File: src/rtl/seq_priority_encoder16_if.sv
// Handshake bundle for seq_priority_encoder16: request word/load/ack in,
// index/valid/status out.
interface seq_priority_encoder16_if #(
  parameter int N  = 16,
  parameter int IW = 4
);
  logic          load;
  logic [N-1:0]  w;
  logic          ack;
  logic [IW-1:0] y;
  logic          v;
  logic          busy;
  logic          done;
  logic          z;
  logic [IW:0]   cnt;

  modport master (
    output load, w, ack,
    input  y, v, busy, done, z, cnt
  );

  modport slave (
    input  load, w, ack,
    output y, v, busy, done, z, cnt
  );
endinterface

File: src/rtl/seq_priority_encoder16.sv
// Sequential 16-to-4 priority encoder: captures a request word and hands out
// the index of each set bit, highest first, one per accepted ack.
module seq_priority_encoder16 #(
  parameter int N  = 16,
  parameter int IW = 4
) (
  input  logic                    clk,
  input  logic                    reset,
  seq_priority_encoder16_if.slave bus
);

  typedef enum logic {
    IDLE = 1'b0,
    SCAN = 1'b1
  } state_t;

  state_t        state_q, state_d;
  logic [N-1:0]  pending_q, pending_d;
  logic [IW:0]   cnt_q, cnt_d;
  logic          done_q, done_d;
  logic          z_q, z_d;

  logic [IW-1:0] top_idx;
  logic [N-1:0]  top_onehot;

  // Ascending scan: the last set bit seen is the highest, so it wins.
  always_comb begin
    top_idx = '0;
    for (int unsigned i = 0; i < N; i++) begin
      if (pending_q[i]) top_idx = IW'(i);
    end
    top_onehot = {{(N-1){1'b0}}, 1'b1} << top_idx;
  end

  always_comb begin
    state_d   = state_q;
    pending_d = pending_q;
    cnt_d     = cnt_q;
    z_d       = z_q;
    done_d    = 1'b0;
    unique case (state_q)
      IDLE: begin
        if (bus.load) begin
          cnt_d = '0;
          if (bus.w == '0) begin
            z_d    = 1'b1;
            done_d = 1'b1;
          end else begin
            z_d       = 1'b0;
            pending_d = bus.w;
            state_d   = SCAN;
          end
        end
      end
      SCAN: begin
        if (bus.ack) begin
          pending_d = pending_q & ~top_onehot;
          cnt_d     = cnt_q + 1'b1;
          if (pending_d == '0) begin
            state_d = IDLE;
            done_d  = 1'b1;
          end
        end
      end
      default: begin
        state_d   = IDLE;
        pending_d = '0;
      end
    endcase
  end

  always_ff @(posedge clk or posedge reset) begin
    if (reset) begin
      state_q   <= IDLE;
      pending_q <= '0;
      cnt_q     <= '0;
      done_q    <= 1'b0;
      z_q       <= 1'b0;
    end else begin
      state_q   <= state_d;
      pending_q <= pending_d;
      cnt_q     <= cnt_d;
      done_q    <= done_d;
      z_q       <= z_d;
    end
  end

  assign bus.v    = (state_q == SCAN);
  assign bus.busy = (state_q == SCAN);
  assign bus.y    = (state_q == SCAN) ? top_idx : '0;
  assign bus.done = done_q;
  assign bus.z    = z_q;
  assign bus.cnt  = cnt_q;

endmodule
File: src/flat_wrapper.sv
// flat-port wrapper written by rule: the top's interface ports become plain ports
module seq_priority_encoder16_flat 
#(
  parameter int N  = 16,
  parameter int IW = 4
)
  (clk, reset, bus_load, bus_w, bus_ack, bus_y, bus_v, bus_busy, bus_done, bus_z, bus_cnt);
  seq_priority_encoder16_if #(.N(N), .IW(IW)) bus_i ();
  input  logic clk;
  input  logic reset;
  input wire logic [$bits(bus_i.load)-1:0] bus_load;
  input wire logic [$bits(bus_i.w)-1:0] bus_w;
  input wire logic [$bits(bus_i.ack)-1:0] bus_ack;
  output wire logic [$bits(bus_i.y)-1:0] bus_y;
  output wire logic [$bits(bus_i.v)-1:0] bus_v;
  output wire logic [$bits(bus_i.busy)-1:0] bus_busy;
  output wire logic [$bits(bus_i.done)-1:0] bus_done;
  output wire logic [$bits(bus_i.z)-1:0] bus_z;
  output wire logic [$bits(bus_i.cnt)-1:0] bus_cnt;
  assign bus_i.load = bus_load;
  assign bus_i.w = bus_w;
  assign bus_i.ack = bus_ack;
  assign bus_y = bus_i.y;
  assign bus_v = bus_i.v;
  assign bus_busy = bus_i.busy;
  assign bus_done = bus_i.done;
  assign bus_z = bus_i.z;
  assign bus_cnt = bus_i.cnt;
  seq_priority_encoder16 #(.N(N), .IW(IW)) u_core (.clk(clk), .reset(reset), .bus(bus_i));
endmodule
File: config.mk
export PLATFORM = sky130hd
export DESIGN_NAME = seq_priority_encoder16_flat
export DESIGN_NICKNAME = d
export VERILOG_FILES = /design/src/rtl/seq_priority_encoder16_if.sv /design/src/rtl/seq_priority_encoder16.sv /design/src/flat_wrapper.sv
export SDC_FILE = /design/constraint.sdc
export NUM_CORES = 1
export LEC_CHECK = 0
export BUFFER_PORTS_ARGS = -buffer_cell sky130_fd_sc_hd__buf_2
export CAP_MARGIN = 15
export CORE_MARGIN = 2
export CORE_UTILIZATION = 40
export DETAILED_ROUTE_END_ITERATION = 8
export HOLD_SLACK_MARGIN = 0.02
export PLACE_DENSITY = 0.69
export SLEW_MARGIN = 20
export SYNTH_ARGS = -nofsm -noshare
export SYNTH_HDL_FRONTEND = slang
export SYNTH_SLANG_ARGS = --single-unit
File: constraint.sdc
create_clock -name clk -period 2.9 [get_ports clk]
set_input_delay 0.58 -clock clk [delete_from_list [all_inputs] [get_ports clk]]
set_output_delay 0.58 -clock clk [all_outputs]
set_load 0.03 [all_outputs]
==> results of run 1 <==
[worst min-delay path by stage]
stage,startpoint,end,slack (ns),cells after the start
floorplan,u_core.pending_q[2],u_core.pending_q[2],0.49,2
global placement,u_core.bus.z,u_core.bus.z,0.47,1
detailed placement,u_core.bus.z,u_core.bus.z,0.46,1
CTS,u_core.bus.z,u_core.bus.z,0.50,1
global route,u_core.bus.z,u_core.bus.z,0.52,1
finish,u_core.bus.z,u_core.bus.z,0.49,1
[synthesized netlist by cell type, types with 3 or more instances]
library cell / instances
nand2_1: 6
nor3_1: 4
nor2_1: 22
clkbuf_1: 4
a21oi_1: 10
nor4_1: 8
and2_1: 4
o31ai_1: 3
inv_1: 5
mux2i_1: 12
xor2_1: 3
a22o_1: 3
a31oi_1: 8
nand4_1: 3
dfrtp_1: 24
o21ai_0: 13
[critical path, delay by kind of cell, from the launching register on]
kind | cells | cell delay [ns]
buf+inv | 1 | 0.18
simple gates | 2 | 0.74
flops | 1 | 0.44
compound gates | 3 | 0.59
[through the flow]
step | setup WS [ns] | cells | utilization [%]
6_report | 0.0959 | 254 | 50.2
5_1_grt | 0.000628 | 254 | 50.2
4_1_cts | 0.0602 | 254 | 50.2
3_5_place_dp | 0.369 | 250 | 48.3
3_3_place_gp | 0.391 | 250 | 48.3
2_1_floorplan | 0.496 | 171 | -
[per-layer routing]
metal | vias to the layer above | track usage, % | part of all wire (%)
li1 | 708 | - | -
met1 | 704 | 26.9 | 48
met2 | 45 | 29.5 | 46
met3 | 4 | 4.73 | 5.9
met4 | 0 | 4.08 | 0.30
met5 | - | 0 | 0
[layout make-up]
| class | count | area, um2 |
|---|---|---|
| inverter | 5 | 18.8 |
| tap | 48 | 60.1 |
| multi-input combinational | 134 | 903 |
| timing repair buffer | 39 | 213 |
| fill | 368 | 1850 |
| clock buffer | 3 | 41.3 |
| sequential | 24 | 601 |
| clock inverter | 1 | 30.0 |
[cells by family (layout without fill, tap and decap cells)]
group                    count (synthesis)  after routing  synth area share, %
AO/OA/AOI/OAI                           51             51                 22.0
buffers and inverters                   13             48                 4.15
XOR/XNOR                                 3              3                 1.67
multiplexers                            12             12                 7.66
adder cells (fa/ha/maj)                  2              2                 1.44
flip-flops                              24             24                 38.3
AND/OR/NAND/NOR                         66             66                 24.8
[power groups by stage]
stage	Clock, W	Sequential, W	Combinational, W
final	0.000297	0.000617	0.00160
after global routing	0.000317	0.000636	0.00172
after CTS	0.000303	0.000614	0.00159
after detailed placement	0	0.000617	0.00159
after global placement	0	0.000617	0.00159
after floorplan	0	0.000653	0.00113
[what timing repair did]
action,in CTS,in global routing
setup buffers,0,0
hold endpoints to repair,0,0
hold buffers,0,0
endpoints found under the setup margin,0,1
[state kept, by name, indices dropped and copies added, names as in the netlist]
register and count:
u_core.bus.busy 1, u_core.bus.cnt 5, u_core.bus.done 1, u_core.bus.z 1, u_core.pending_q 16
==> results.py, run 1 <==
metrics = {
    "synth": {
        "netlist_area_um2": 1570,
        "yosysTopAreaCell": "dfrtp_1",
        "synth.area.top_cells": "dfrtp_1 (38%), mux2i_1 (7.7%), nor2_1 (5.3%)",
        "synth.distinct_cells": 48,
        "synth_edf_count": 0,
        "yosysWarningCount": 0,
        "avgSynthCellArea_um2": 9.18,
        "syn_nets": 192,
        "seq_area_frac_synth_pct": 38.3,
        "synthArstFlopShare_pct": 100,
        "syn_inst": 171,
        "synth-main-ff-cell": "dfrtp_1",
        "ys_ff_latch": 24,
        "netlist.area_leader.share_pct": 38.3,
    },
    "critical_path": {
        "cp_max_fo": 10,
        "critPathKind": "flop to output pin",
        "crit_chain": "or4_1 > o221ai_4 > a21oi_1 > nor2_1 > o21a_1 > buf_2",
        "cp-endpoint": "bus_y[0]",
        "cp_slowest_stage_delay_ns": 0.59,
        "r2r_cells": 6,
        "ff2ff_setup_slack_ns": 0.43,
        "crit_start": "u_core.pending_q[4]",
        "cp.required_ns": 2.32,
        "slowest_stage": "or4_1",
        "startpoint_type": "flop",
        "end_kind": "output pin",
        "rr_endpoint": "u_core.bus.busy",
        "arrival_ns": 2.22,
        "worstReg2RegStart": "u_core.pending_q[4]",
    },
    "finish": {
        "fin_nets": 228,
        "antenna_cells": 0,
        "stdcell_area_um2": 1870,
        "final_cell_mix": "buf_2 (32), dfrtp_1 (24), nor2_1 (22)",
        "drive_above_1_share_pct": 24.8,
        "areaGrowthSynthToFinish_pct": 19.0,
        "final_common_cell": "buf_2",
    },
    "power_and_ir_drop": {
        "powerDensity_nw_per_um2": 1350,
        "switching_share_pct": 50.2,
        "power.switching_w": 0.00126,
        "p_leak_nw": 0.807,
        "pwr-share-clk_pct": 11.8,
        "power_frac_seq_pct": 24.5,
        "comb_power_share_pct": 63.7,
        "internal-power_w": 0.00125,
        "vdd_drop_max_uv": 648,
        "design_power_total_w": 0.00252,
    },
    "sta": {
        "finalSetupTns_ns": 0,
        "hold_viol_final": 0,
        "fin_crit_sh_pct": 96.7,
        "maxSlewViolCount": 0,
        "timing.hold.ws_ns": 0.491,
        "worstMarginPinSlew_ns": 0.942,
        "fin_crit_ns": 2.80,
        "fin_skew_ns": 0.00603,
        "setup-violations-final": 0,
        "rsz0062_at_grt": "false",
        "max_freq_mhz": 357,
        "relSlewSlack_pct": 37.1,
    },
    "die": {
        "die-height_um": 66.6,
        "core_area_um2": 3720,
        "rows": 22,
        "dieArea_um2": 4440,
        "initial_core_util_pct": 42.2,
        "die_w_um": 66.6,
        "io_pins": 33,
    },
    "min_path": {
        "hold_class": "flop to flop",
    },
    "drt": {
        "drt-initial-drc-count": 101,
        "routed_wl_um": 3960,
        "vias": 1461,
        "drc": 0,
        "avgRoutedWirePerCell_um": 15.6,
        "first_pass_iters": 4,
        "ant_nets": 0,
        "via_per_inst": 5.75,
    },
    "placed_design": {
        "post_dp_cell_area_um2": 1800,
        "io_buffers": 32,
        "detailed_place_hpwl_um": 3040,
        "gp_congestion": 0.894,
    },
    "global_routing": {
        "grt_usage_pct": 19.1,
        "antenna_found_initial": 0,
        "grt_pass1_wl_um": 6440,
        "grt_overflow": 0,
        "grt_max_degree": 25,
        "grt_pass1_vias": 1314,
    },
    "clocking": {
        "clock_latency_ns": 0.27,
        "numCtsBuffers": 3,
        "cts-root-buf": "clkbuf_8",
        "cts_tree": "yes",
        "clk_pin_slew_ns": 0.08,
        "clockBufferDepth": 2,
        "cts.sinks": 24,
        "cts_resized": 0,
        "h-tree-depth": 1,
    },
    "status": {
        "outcome": "finished, final reports clean",
    },
    "job": {
        "max_cap_violations": 0,
    },
}
Note: power is estimated with default switching activity, not from simulation.
==> inputs of run 2 (changes only) <==
--- a/config.mk
+++ b/config.mk
@@ -5,13 +5,13 @@
 export SDC_FILE = /design/constraint.sdc
 export NUM_CORES = 1
 export LEC_CHECK = 0
-export BUFFER_PORTS_ARGS = -buffer_cell sky130_fd_sc_hd__buf_2
 export CAP_MARGIN = 15
 export CORE_MARGIN = 2
 export CORE_UTILIZATION = 40
 export DETAILED_ROUTE_END_ITERATION = 8
+export DONT_BUFFER_PORTS = 1
 export HOLD_SLACK_MARGIN = 0.02
-export PLACE_DENSITY = 0.69
+export PLACE_DENSITY = 0.61
 export SLEW_MARGIN = 20
 export SYNTH_ARGS = -nofsm -noshare
 export SYNTH_HDL_FRONTEND = slang
==> results.py, run 2 (same netlist as run 1, synthesis figures left out) <==
metrics = {
    "critical_path": {
        "arrival_ns": 2.12,
        "startpoint_type": "flop",
        "cp_max_fo": 6,
        "cp.required_ns": 2.32,
        "ff2ff_setup_slack_ns": 0.43,
        "end_kind": "output pin",
        "critPathKind": "flop to output pin",
    },
    "power_and_ir_drop": {
        "powerDensity_nw_per_um2": 1430,
        "p_leak_nw": 0.685,
        "pwr-share-clk_pct": 9.4,
        "internal-power_w": 0.00119,
        "vdd_drop_max_uv": 541,
        "power_frac_seq_pct": 28.0,
        "design_power_total_w": 0.00245,
        "power.switching_w": 0.00126,
        "comb_power_share_pct": 62.6,
        "switching_share_pct": 51.6,
    },
    "drt": {
        "via_per_inst": 6.12,
        "drc": 0,
        "avgRoutedWirePerCell_um": 18.6,
        "drt-initial-drc-count": 109,
        "first_pass_iters": 4,
        "routed_wl_um": 4180,
        "ant_nets": 0,
        "vias": 1378,
    },
    "finish": {
        "antenna_cells": 0,
        "final_cell_mix": "dfrtp_1 (24), nor2_1 (22), o21ai_0 (13)",
        "final_common_cell": "dfrtp_1",
        "fin_nets": 199,
        "areaGrowthSynthToFinish_pct": 9.25,
        "largest_register_ffs": 16,
        "drive_above_1_share_pct": 13.0,
        "max_flop_register": "u_core.pending_q",
    },
    "global_routing": {
        "gr-usage-met3_pct": 5.57,
        "use_met1_pct": 27.4,
        "grt_pass1_wl_um": 6830,
        "antenna_found_initial": 0,
        "grt.busiest_layer": "met2",
        "grt_max_degree": 25,
        "grt_use_met2_pct": 32.1,
        "grt_pass1_vias": 1333,
        "grt_usage_pct": 20.5,
        "grt_overflow": 0,
    },
    "die": {
        "initial_core_util_pct": 42.2,
        "core_area_um2": 3720,
        "rows": 22,
        "io_pins": 33,
        "die_w_um": 66.6,
        "dieArea_um2": 4440,
        "die-height_um": 66.6,
    },
    "clocking": {
        "h-tree-depth": 1,
        "postCtsHoldBufs": 0,
        "clk_pin_slew_ns": 0.09,
        "clockBufferDepth": 2,
        "cts_tree": "yes",
        "cts.sinks": 24,
        "numCtsBuffers": 3,
        "clock_latency_ns": 0.27,
        "cts-root-buf": "clkbuf_8",
    },
    "placed_design": {
        "io_buffers": 0,
        "gp_congestion": 0.931,
        "detailed_place_hpwl_um": 3190,
        "dp_worst_setup_slack_ns": 0.312,
    },
    "sta": {
        "worstMarginPinSlew_ns": 0.998,
        "finalSetupTns_ns": 0,
        "worst_slack_ns": 0.196,
        "fin_crit_sh_pct": 93.3,
        "rsz0062_at_grt": "false",
        "fin_crit_ns": 2.70,
        "setup-violations-final": 0,
        "fin_skew_ns": 0.00648,
        "relSlewSlack_pct": 33.5,
        "max_freq_mhz": 370,
        "hold_viol_final": 0,
        "maxSlewViolCount": 0,
    },
    "job": {
        "max_cap_violations": 0,
    },
    "min_path": {
        "hold_class": "input pin to asynchronous set/reset pin",
    },
    "status": {
        "outcome": "finished, final reports clean",
    },
}
run 2: cell types whose count changed in the layout (fill, tap and decap cells not counted):
cell and delta:
buf_2 -32, buf_4 +3, bufinv_16 -1, clkbuf_8 +1, o21a_1 -1, o21a_2 +1
run 2: cell type report:
type	count	area, um2
fillers	376	2000
multi-input cells	134	905
flip-flops and latches	24	601
repair buffers	10	75.1
well taps	48	60.1
clock buffers	4	55.1
inverters	5	18.8
run 2: layer usage:
metal | part of all wire, % | routed length, um
met1 | 42 | 1760
met5 | 0 | 0
met4 | 1.6 | 66
met2 | 48 | 2010
met3 | 7.9 | 330
run 2: power groups by stage:
| stage | Clock, W | Combinational, W | Sequential, W |
|---|---|---|---|
| 3_5_place_dp | 0 | 0.00145 | 0.000691 |
| 6_report | 0.000229 | 0.00153 | 0.000686 |
| 2_1_floorplan | 0 | 0.00113 | 0.000653 |
| 5_1_grt | 0.000252 | 0.00167 | 0.000706 |
| 4_1_cts | 0.000231 | 0.00146 | 0.000686 |
| 3_3_place_gp | 0 | 0.00146 | 0.000686 |
run 2: worst max-delay path, stage by stage (launching register included):
cell      delay [ns]
dfrtp_1         0.46
or4_1           0.60
o221ai_4        0.24
a21oi_1         0.17
nor2_1          0.15
o21a_2          0.24
run 2: timing repair:
| item | 4_1_cts | 5_1_grt |
|---|---|---|
| setup endpoints to repair | 0 | 1 |
| setup buffers | 0 | 3 |
| hold endpoints to repair | 0 | 0 |
| gates resized for setup | 0 | 1 |
run 2: stage by stage:
| stage | utilization, % | cell area, um2 | cells | hold WS [ns] |
|---|---|---|---|---|
| 3_3_place_gp | 44.0 | 1640 | 218 | 0.533 |
| 3_5_place_dp | 44.0 | 1640 | 218 | 0.546 |
| 6_report | 46.1 | 1710 | 225 | 0.388 |
| 4_1_cts | 45.5 | 1690 | 222 | 0.425 |
| 5_1_grt | 46.1 | 1710 | 225 | 0.447 |
| 2_1_floorplan | - | 1570 | 171 | 0.493 |
run 2: path summary, 6_finish.rpt:
| check | startpoint | to | depth (start not counted) |
|---|---|---|---|
| max | u_core.pending_q[4] | bus_y[0] | 5 |
| max reg2reg | u_core.pending_q[8] | u_core.bus.busy | 6 |
| max in group asynchronous | reset | u_core.bus.done | 1 |
| min reg2reg | u_core.pending_q[2] | u_core.pending_q[2] | 2 |
| min | reset | u_core.pending_q[13] | 1 |
| min in group clk | bus_w[14] | u_core.pending_q[14] | 1 |
==> inputs of run 3 (changes only) <==
--- a/config.mk
+++ b/config.mk
@@ -7,11 +7,13 @@
 export LEC_CHECK = 0
 export CAP_MARGIN = 15
 export CORE_MARGIN = 2
-export CORE_UTILIZATION = 40
+export CORE_UTILIZATION = 50
+export CTS_CLUSTER_DIAMETER = 50
+export CTS_CLUSTER_SIZE = 40
 export DETAILED_ROUTE_END_ITERATION = 8
 export DONT_BUFFER_PORTS = 1
 export HOLD_SLACK_MARGIN = 0.02
-export PLACE_DENSITY = 0.61
+export PLACE_DENSITY = 0.72
 export SLEW_MARGIN = 20
 export SYNTH_ARGS = -nofsm -noshare
 export SYNTH_HDL_FRONTEND = slang
==> results.py, run 3 (same netlist as run 1, synthesis figures left out) <==
metrics = {
    "die": {
        "core_area_um2": 3030,
        "initial_core_util_pct": 51.8,
        "die_w_um": 60.0,
        "rows": 20,
        "die-height_um": 60.0,
        "io_pins": 33,
        "dieArea_um2": 3600,
    },
    "sta": {
        "fin_crit_sh_pct": 94.7,
        "setup-violations-final": 0,
        "fin_crit_ns": 2.74,
        "max_freq_mhz": 364,
        "fin_skew_ns": 0.00160,
        "finalSetupTns_ns": 0,
        "rsz0062_at_grt": "false",
        "hold_viol_final": 0,
        "maxSlewViolCount": 0,
        "timing.hold.ws_ns": 0.341,
        "relSlewSlack_pct": 33.5,
        "worst_slack_ns": 0.155,
        "worstMarginPinSlew_ns": 0.997,
    },
    "global_routing": {
        "antenna_found_initial": 0,
        "grt_overflow": 0,
        "grt_pass1_wl_um": 6610,
        "grt_max_degree": 25,
        "grt_pass1_vias": 1426,
        "grt_usage_pct": 24.8,
    },
    "critical_path": {
        "end_kind": "output pin",
        "startpoint_type": "flop",
        "cp_max_fo": 6,
        "cp.required_ns": 2.32,
        "critPathKind": "flop to output pin",
        "arrival_ns": 2.16,
    },
    "status": {
        "outcome": "finished, final reports clean",
    },
    "power_and_ir_drop": {
        "powerDensity_nw_per_um2": 1430,
        "design_power_total_w": 0.00239,
        "vdd_drop_max_uv": 624,
        "p_leak_nw": 0.666,
    },
    "clocking": {
        "cts_tree": "yes",
        "cts-root-buf": "clkbuf_4",
        "clockBufferDepth": 2,
        "numCtsBuffers": 3,
        "clock_latency_ns": 0.31,
        "clk_pin_slew_ns": 0.12,
        "cts.sinks": 24,
        "h-tree-depth": 1,
    },
    "drt": {
        "drc": 0,
        "first_pass_iters": 4,
        "drt-initial-drc-count": 140,
        "routed_wl_um": 4180,
        "avgRoutedWirePerCell_um": 19.1,
        "ant_nets": 0,
        "via_per_inst": 6.63,
        "vias": 1452,
    },
    "placed_design": {
        "gp_congestion": 1.05,
        "io_buffers": 0,
        "dp_worst_setup_slack_ns": 0.359,
        "detailed_place_hpwl_um": 3080,
        "post_dp_cell_area_um2": 1620,
    },
    "finish": {
        "final_common_cell": "dfrtp_1",
        "fin_nets": 198,
        "fill_cells": 271,
        "max_flop_register": "u_core.pending_q",
        "areaGrowthSynthToFinish_pct": 6.38,
        "drive_above_1_share_pct": 12.0,
        "final_cell_mix": "dfrtp_1 (24), nor2_1 (22), o21ai_0 (13)",
        "largest_register_ffs": 16,
        "antenna_cells": 0,
        "stdcell_area_um2": 1670,
    },
    "job": {
        "max_cap_violations": 0,
    },
    "min_path": {
        "hold_class": "input pin to asynchronous set/reset pin",
    },
}
## run 3: changes by cell type in the layout (fill, tap and decap cells not counted)
cell | previous run | this run
clkbuf_8 | 4 | 0
buf_4 | 10 | 9
clkbuf_4 | 0 | 3
## run 3: worst paths after layout
path	startpoint	end	slack, ns	depth (start not counted)
max	u_core.pending_q[4]	bus_y[0]	0.16	5
min	reset	u_core.pending_q[5]	0.34	1
max reg2reg	u_core.pending_q[5]	u_core.bus.busy	0.39	8
min reg2reg	u_core.pending_q[2]	u_core.pending_q[2]	0.56	2
max in group asynchronous	reset	u_core.bus.busy	2.00	1
min in group clk	bus_w[9]	u_core.pending_q[9]	0.40	1
## run 3: layer usage
layer	routed length (um)	GRT usage [%]	vias to the layer above
met4	138	13.0	0
met5	0	0	-
met1	1710	32.6	690
met3	342	4.98	16
li1	-	-	652
met2	1990	38.4	94
## run 3: metrics by stage
stage / std cells / utilization [%]
after floorplan: 171 / -
after global placement: 212 / 53.3
after detailed placement: 212 / 53.3
after CTS: 215 / 54.1
after global routing: 219 / 55.1
final: 219 / 55.1
## run 3: timing repair
action / in CTS / in global routing
hold buffers: 0 / 0
buffers inserted: 0 / 4
setup endpoints to repair: 0 / 1
gates resized for setup: 0 / 1
## run 3: area by class of cell
type | instances | area, um2 | area share (%)
Sequential cell | 24 | 601 | 36.0
Tap cell | 44 | 55.1 | 3.30
Multi-Input combinational cell | 134 | 905 | 54.2
Clock buffer | 3 | 22.5 | 1.35
Inverter | 5 | 18.8 | 1.12
Timing Repair Buffer | 9 | 67.6 | 4.05
## run 3: power breakdown
group | internal, W | total, W | switching (W)
Clock | 0.0000487 | 0.000146 | 0.0000973
Combinational | 0.000603 | 0.00155 | 0.000950
Sequential | 0.000452 | 0.000689 | 0.000237
Total | 0.00110 | 0.00239 | 0.00128
## run 3: worst max-delay path, stage by stage, from the launching register on
cell and delay, ns:
dfrtp_1 0.46, or4_1 0.59, o221ai_4 0.26, a21oi_1 0.16, nor2_1 0.15, o21a_2 0.24
